==> src/rtl/fetch_queue_pkg.sv <==
// fetch_queue_pkg: fetch queue payload, state enum and default depth (fetch_queue honours FETCH_QUEUE_BYPASS_EN)
package fetch_queue_pkg;
  localparam int FETCH_QUEUE_DEPTH = 4;
  typedef struct packed {
    logic [31:0] pc;
    logic [31:0] instr;
  } fetch_data_t;
  typedef enum logic {NORMAL, WAIT_SLOT} fq_state_t;
endpackage

==> src/rtl/fetch_queue.sv <==
// fetch_queue: circular fetch-to-decode buffer with flush and delay-slot-keeping flush; FETCH_QUEUE_BYPASS_EN enables empty-queue bypass
module fetch_queue
  import fetch_queue_pkg::*;
#(
  parameter int DEPTH = FETCH_QUEUE_DEPTH,
  parameter type T = fetch_data_t
) (
  input  logic                   clk,
  input  logic                   reset,
  input  logic                   push_valid,
  input  T                       push_data,
  output logic                   push_ready,
  output logic                   pop_valid,
  output T                       pop_data,
  input  logic                   pop_ready,
  input  logic                   flush,
  input  logic                   flush_keep,
  output logic                   slot_pending,
  output logic [$clog2(DEPTH):0] count
);
  localparam int PW = $clog2(DEPTH);
  localparam int CW = PW + 1;
  T              r_mem [DEPTH];
  logic [PW-1:0] r_rptr, r_wptr;
  logic [CW-1:0] r_count;
  fq_state_t     r_state;
  logic          w_empty, w_push, w_pop, w_bypass, w_store, w_deq, w_keep_old, w_has_h;
  logic [PW-1:0] w_hidx;
  assign w_empty = r_count == '0;
  assign push_ready = (r_state == WAIT_SLOT) || (r_count < CW'(DEPTH)) || pop_ready;
`ifdef FETCH_QUEUE_BYPASS_EN
  assign pop_valid = !w_empty || push_valid;
  assign pop_data = w_empty ? push_data : r_mem[r_rptr];
  assign w_bypass = w_empty && w_push && pop_ready;
`else
  assign pop_valid = !w_empty;
  assign pop_data = r_mem[r_rptr];
  assign w_bypass = 1'b0;
`endif
  assign w_push = push_valid && push_ready;
  assign w_pop = pop_valid && pop_ready;
  assign w_store = w_push && !w_bypass;
  assign w_deq = w_pop && !w_empty;
  // the survivor of flush_keep is the oldest entry left after this pop, else the entry being pushed
  assign w_keep_old = r_count > CW'(w_deq);
  assign w_has_h = w_keep_old || w_store;
  assign w_hidx = w_keep_old ? r_rptr + PW'(w_deq) : r_wptr;
  assign slot_pending = r_state == WAIT_SLOT;
  assign count = r_count;
  // pointers, occupancy and delay-slot state
  always_ff @(posedge clk) begin
    if (reset) begin
      r_rptr  <= '0;
      r_wptr  <= '0;
      r_count <= '0;
      r_state <= NORMAL;
    end else if (flush) begin
      r_rptr  <= r_wptr;
      r_count <= '0;
      r_state <= NORMAL;
    end else if (flush_keep && r_state == NORMAL) begin
      r_rptr  <= w_hidx;
      r_wptr  <= w_hidx + PW'(w_has_h);
      r_count <= w_has_h ? CW'(1) : '0;
      r_state <= w_has_h ? NORMAL : WAIT_SLOT;
    end else begin
      r_rptr  <= r_rptr + PW'(w_deq);
      r_wptr  <= r_wptr + PW'(w_store);
      r_count <= r_count + CW'(w_store) - CW'(w_deq);
      r_state <= w_push ? NORMAL : r_state;
    end
  end
  // payload storage; stale slots are never visible because occupancy gates them
  always_ff @(posedge clk) begin
    if (w_store) r_mem[r_wptr] <= push_data;
  end
endmodule

==> config.mk <==
export PLATFORM = sky130hd
export DESIGN_NAME = fetch_queue
export DESIGN_NICKNAME = d
export VERILOG_FILES = /design/src/rtl/fetch_queue_pkg.sv /design/src/rtl/fetch_queue.sv
export SDC_FILE = /design/constraint.sdc
export NUM_CORES = 1
export LEC_CHECK = 0
export BUFFER_PORTS_ARGS = -buffer_cell sky130_fd_sc_hd__buf_4
export CORE_MARGIN = 5
export CORE_UTILIZATION = 57
export CTS_CLUSTER_DIAMETER = 30
export DETAILED_ROUTE_END_ITERATION = 6
export PLACE_DENSITY = 0.79
export SYNTH_ARGS = -nofsm -noshare
export SYNTH_HDL_FRONTEND = slang
export SYNTH_SLANG_ARGS = --single-unit
==> constraint.sdc <==
create_clock -name clk -period 7.95 [get_ports clk]
set_input_delay 0.3975 -clock clk [delete_from_list [all_inputs] [get_ports clk]]
set_output_delay 0.3975 -clock clk [all_outputs]
set_load 0.05 [all_outputs]
== Word level (Yosys, flattened, before mapping) ==
Memories as Yosys holds them, arrays and structs flattened. A register that Yosys moved wholly into a read port is not among the register bits.
Index checks and enable logic that the tools add are counted.

* Register bits: 8
* Output and inout port bits: 70
* Latch bits: 0
* ROM bits: 0
* Input bits: 70
* Memory bits (writable): 256
* Memories: 1
* Word-level logic and storage cells: 36

{| class="wikitable"
|+ Memory list
! name !! words !! bits a word !! read ports !! clocked after memory_dff !! wr ports !! line !! RTL
|-
| r_mem || 4 || 64 || 1 || 1 || 1 || fetch_queue.sv:23 || <nowiki>T r_mem [DEPTH];</nowiki>
|}

* Multiplexer cells: 12
* Divide/modulo/power cells: 0
* Shift-type cells: 0
* Reduce and logical (&&, ||, !) cells: 11
* Add/subtract/negate cells: 5
* Equality and inequality tests: 0
* Bitwise logic cells: 1
* $mul: 0
* $lt $le $gt $ge: 2

{| class="wikitable"
|+ Operator list
! kind !! count
|-
| $mux 2 || 5
|-
| $add 2x1->2 || 3
|-
| $mux 1 || 6
|-
| $logic_and 1x1->1 || 4
|-
| $add 3x1->3 || 1
|-
| $gt 3x1->1 || 1
|-
| $logic_not 3->1 || 1
|-
| $logic_or 1x1->1 || 3
|-
| $lt 3x3->1 const B || 1
|-
| $mux 3 || 1
|-
| $sub 3x1->3 || 1
|-
| $reduce_bool 2->1 || 1
|-
| $reduce_or 2->1 || 1
|-
| $logic_not 1->1 || 1
|-
| $not 1->1 || 1
|}

== Longest topological paths before layout ==
* Word-level depth: 9
* Gate-level depth with buffers: 11
* Gate-level depth less buffers: 11

== Worst setup path before layout ==
No wires, ideal clock.

* Path kind: reg2reg
* Start point: register r_state (netlist: slot_pending)
* End point: memory r_mem[0][0] in the netlist's numbering, enable pin
* Arrival time: 5.700 ns
* Cell stages (with the launch flop): 4
* Data required time: 7.385 ns
* Library setup time: 0.565 ns
* Period minus slack after synthesis: 6.265 ns
* Path buffers: 0
* Slack: 1.685 ns
* Cells stage by stage: dfxtp_1 or3b_1 nand2_2 nor3_1

* Word-level cells in the longest chain between the ends: 5

{| class="wikitable"
|+ Ends and longest elaborated chain
! element !! line !! RTL
|-
| start, declared || fetch_queue.sv:26 || <nowiki>fq_state_t r_state;</nowiki>
|-
| start signal, assigned || fetch_queue.sv:65 || <nowiki>r_state <= w_has_h ? NORMAL : WAIT_SLOT;</nowiki>
|-
| start signal, assigned || fetch_queue.sv:70 || <nowiki>r_state <= w_push ? NORMAL : r_state;</nowiki>
|-
| $logic_or 1x1->1 (2 in series) || fetch_queue.sv:30 || <nowiki>assign push_ready = (r_state == WAIT_SLOT) || (r_count < CW'(DEPTH)) || pop_ready;</nowiki>
|-
| via push_ready || fetch_queue.sv:12 || <nowiki>output logic push_ready,</nowiki>
|-
| $logic_and 1x1->1 || fetch_queue.sv:40 || <nowiki>assign w_push = push_valid && push_ready;</nowiki>
|-
| $mux 1 || fetch_queue.sv:75 || <nowiki>if (w_store) r_mem[r_wptr] <= push_data;</nowiki>
|-
| $mux 1 (not written as such) || fetch_queue.sv:75 ||
|-
| end, declared || fetch_queue.sv:23 ||
|}

The timed path passes the listed nets, and every way through them passes these cells.

==> results.sh <==
export IMPL_cts_buffers=45
export IMPL_cpMostUsedCell="buf_4"
export IMPL_skew_ns=0.0116
export IMPL_status="complete, no violations"
export IMPL_remaining_drc_errors=0
export IMPL_dieArea_sq_um=19900
export IMPL_finalCritPeriodShare_pct=40.9
export IMPL_gr_total_overflow=0
export IMPL_synth_seq_cells=264
export IMPL_peakVddDrop_v=0.000245
export IMPL_syn_num_nets=474
export IMPL_async_reset_ff_share_pct=0
export IMPL_finalNetCount=650
export IMPL_start_kind="register"
export IMPL_yosys_area_top_type_share_pct=78.7
export IMPL_grt_pass1_vias=5108
export IMPL_vias_per_cell=5.73
export IMPL_placed_area_sq_um=11100
export IMPL_netSwitchingPower_mw=0.912
export IMPL_synth_area_top_cells="edfxtp_1 79%, mux4_2 15%, dfxtp_1 1.6%, ha_1 0.51%, buf_4 0.38%"
export IMPL_r2r_end="r_mem[0][39]$_DFFE_PP_"
export IMPL_min_path_type="primary input to register"
export IMPL_r2r_slack_ns=5.41
export IMPL_arrival_ns=2.85
export IMPL_drt_initial_drc_count=280
export IMPL_htree_levels=2
export IMPL_cellPowerDensity_nw_per_um2=303
export IMPL_whs_ns=0.0814
export IMPL_clkSinkCount=264
export IMPL_synth_xor_area_share_pct=0.358
export IMPL_diodes=0
export IMPL_seq_power_share_pct=42.6
export IMPL_p_int_mw=2.89
export IMPL_final_area_sq_um=12500
export IMPL_path_clk_slew_ns=0.05
export IMPL_crit_type="register to output pin"
export IMPL_place_congestion=0.845
export IMPL_row_count=47
export IMPL_via_count=4765
export IMPL_clock_path_buffers=3
export IMPL_finalHoldViolCount=0
export IMPL_syn_area_per_cell_sq_um=24.5
export IMPL_insertion_delay_ns=0.51
export IMPL_rr_startpoint="count[2]$_SDFF_PP0_"
export IMPL_grt_use_total_pct=19.3
export IMPL_wirelength_mm=18.7
export IMPL_initial_core_util_pct=58.5
export IMPL_ys_seq_area_share_pct=80.3
export IMPL_synth_top_family_by_area="multiplexers"
export IMPL_post_cts_resized=0
export IMPL_critPathRequiredTime_ns=7.55
export IMPL_setup_viol=0
export IMPL_ys_warn_count=0
export IMPL_cap_violations=0
export IMPL_ios=140
export IMPL_p_clk_share_pct=46.7
export IMPL_path_delay_family="buffers and inverters"
export IMPL_synth_flop_cell="edfxtp_1"
export IMPL_crit_buf_inv=2
export IMPL_cp_max_fo=39
export IMPL_ff2ff_path_depth=4
export IMPL_root_buffer="clkbuf_16"
export IMPL_antenna_found_initial=0
export IMPL_finalPower_mw=3.80
export IMPL_hold_depth=1
export IMPL_fmax_mhz=308
export IMPL_cts_setup_buffers=0
export IMPL_hp_start="push_data[59]"
export IMPL_power_leakage_nw=4.33
export IMPL_synthAdderAreaFrac_pct=0.717
export IMPL_muxShareOfSynthArea_pct=15.1
export IMPL_coreArea_sq_um=16700
export IMPL_grt_first_pass_wirelength_mm=29.1
export IMPL_tritoncts="done"
export IMPL_netlist_instances=399
export IMPL_synth_edff_count=256
export IMPL_rsz0062_at_grt="false"
export IMPL_holdPathEnd="r_mem[3][59]$_DFFE_PP_"
export IMPL_grt_max_degree=66
export IMPL_max_slew_margin_pct=32.9
export IMPL_hpwl_mm=10.5
export IMPL_antenna_left=0
export IMPL_critPathCaptureType="output pin"
export IMPL_wl_per_cell_um=22.5
export IMPL_fin_crit_ns=3.25
export IMPL_p_sw_share_pct=24.0
export IMPL_cpMaxStageDelayCell="buf_4"
export IMPL_cts_hold_buf=0
export IMPL_combinationalPowerShare_pct=10.7
export IMPL_drive_gt1_share_pct=48.0
export IMPL_drt_pass1_iterations=4
export IMPL_fin_setup_tns_ns=0
export IMPL_die_x_um=141
export IMPL_cp_slowest_stage_delay_ns=0.74
export IMPL_port_buffers=139
export IMPL_cp_cell_sequence="buf_4 -> mux4_2 -> buf_4"
export IMPL_worst_pin_slew_ns=1.01
export IMPL_syn_to_final_growth_pct=28.1
export IMPL_synth_simple_gate_area_share_pct=1.40
export IMPL_synth_cell_area_sq_um=9770
export IMPL_yosysTopAreaCell="edfxtp_1"
export IMPL_synth_distinct_cells=34
export IMPL_die_height_um=141
export IMPL_slew_viol_final=0
export IMPL_synth_compound_area_share_pct=1.15
==> layer usage <==
metal	vias to the layer above	track usage, %	share of wire (%)
met5	-	0	0
met4	0	6.37	2.0
met3	41	4.77	7.0
met2	193	31.5	51
met1	2454	26.1	40
li1	2077	-	-
==> synthesized netlist by cell type (all sizes together), types with 2 or more instances <==
master	n
buf	14
edfxtp	256
inv	5
a21oi	2
and3	3
mux2i	3
a31oi	2
mux4	64
nand2	7
nand3b	2
o21ai	3
nor3	2
ha	4
xor2	3
nor2	6
dfxtp	8
==> per-stage QoR <==
| stage | util (%) | instances | worst slack (ns) |
|---|---|---|---|
| detailed placement | 66.3 | 748 | 5.14 |
| global route | 75.0 | 831 | 4.43 |
| finish | 75.0 | 831 | 4.70 |
| global placement | 66.3 | 748 | 5.17 |
| floorplan | - | 399 | 1.69 |
| CTS | 75.0 | 831 | 4.59 |
==> layout make-up <==
class	instances	area, sq um
Inverter	5	18.8
Clock inverter	31	253
Timing Repair Buffer	144	1080
Multi-Input combinational cell	115	1850
Tap cell	220	275
Sequential cell	264	7860
Fill cell	941	4180
Clock buffer	52	1190
==> power by group through the flow <==
stage / clock (mW) / combinational, mW / sequential [mW]
6_report: 1.77 / 0.405 / 1.62
5_1_grt: 1.89 / 0.425 / 1.62
4_1_cts: 1.81 / 0.411 / 1.62
3_5_place_dp: 0 / 0.409 / 1.64
3_3_place_gp: 0 / 0.402 / 1.64
2_1_floorplan: 0 / 0.279 / 1.63
==> cells in the final DEF, fill, tap and decap left out, drive strengths merged, types with 6 or more instances in the layout <==
cell and count:
dfxtp 8, clkinv 22, nand2 7, edfxtp 256, buf 144, mux4 64, clkbuf 52, nor2 6
inv 8
==> registers in the layout, indices dropped and copies added, names as in the netlist <==
register / count
r_wptr: 2
slot_pending: 1
r_rptr: 2
r_mem: 256
count: 3
==> cell families after synthesis <==
logic type,count (synthesis)
xor gates and xnor gates,4
muxes,67
and+or+nand+nor,26
buffers and inverters,20
AOI/OAI and AO/OA,13
DFF,264
adders and majority gates,5
==> how the worst max path moves through the flow <==
stage,start,to,slack [ns],depth (start not counted)
final,r_rptr[0]$_SDFF_PP0_,pop_data[30],4.70,3
after global routing,r_rptr[0]$_SDFF_PP0_,pop_data[39],4.43,3
after CTS,r_rptr[0]$_SDFF_PP0_,pop_data[34],4.59,3
after detailed placement,r_rptr[0]$_SDFF_PP0_,pop_data[34],5.14,3
after global placement,r_rptr[0]$_SDFF_PP0_,pop_data[34],5.17,3
after floorplan,slot_pending$_SDFFE_PP0P_,r_mem[0][0]$_DFFE_PP_,1.69,3
(Power assumes the default switching activity.)
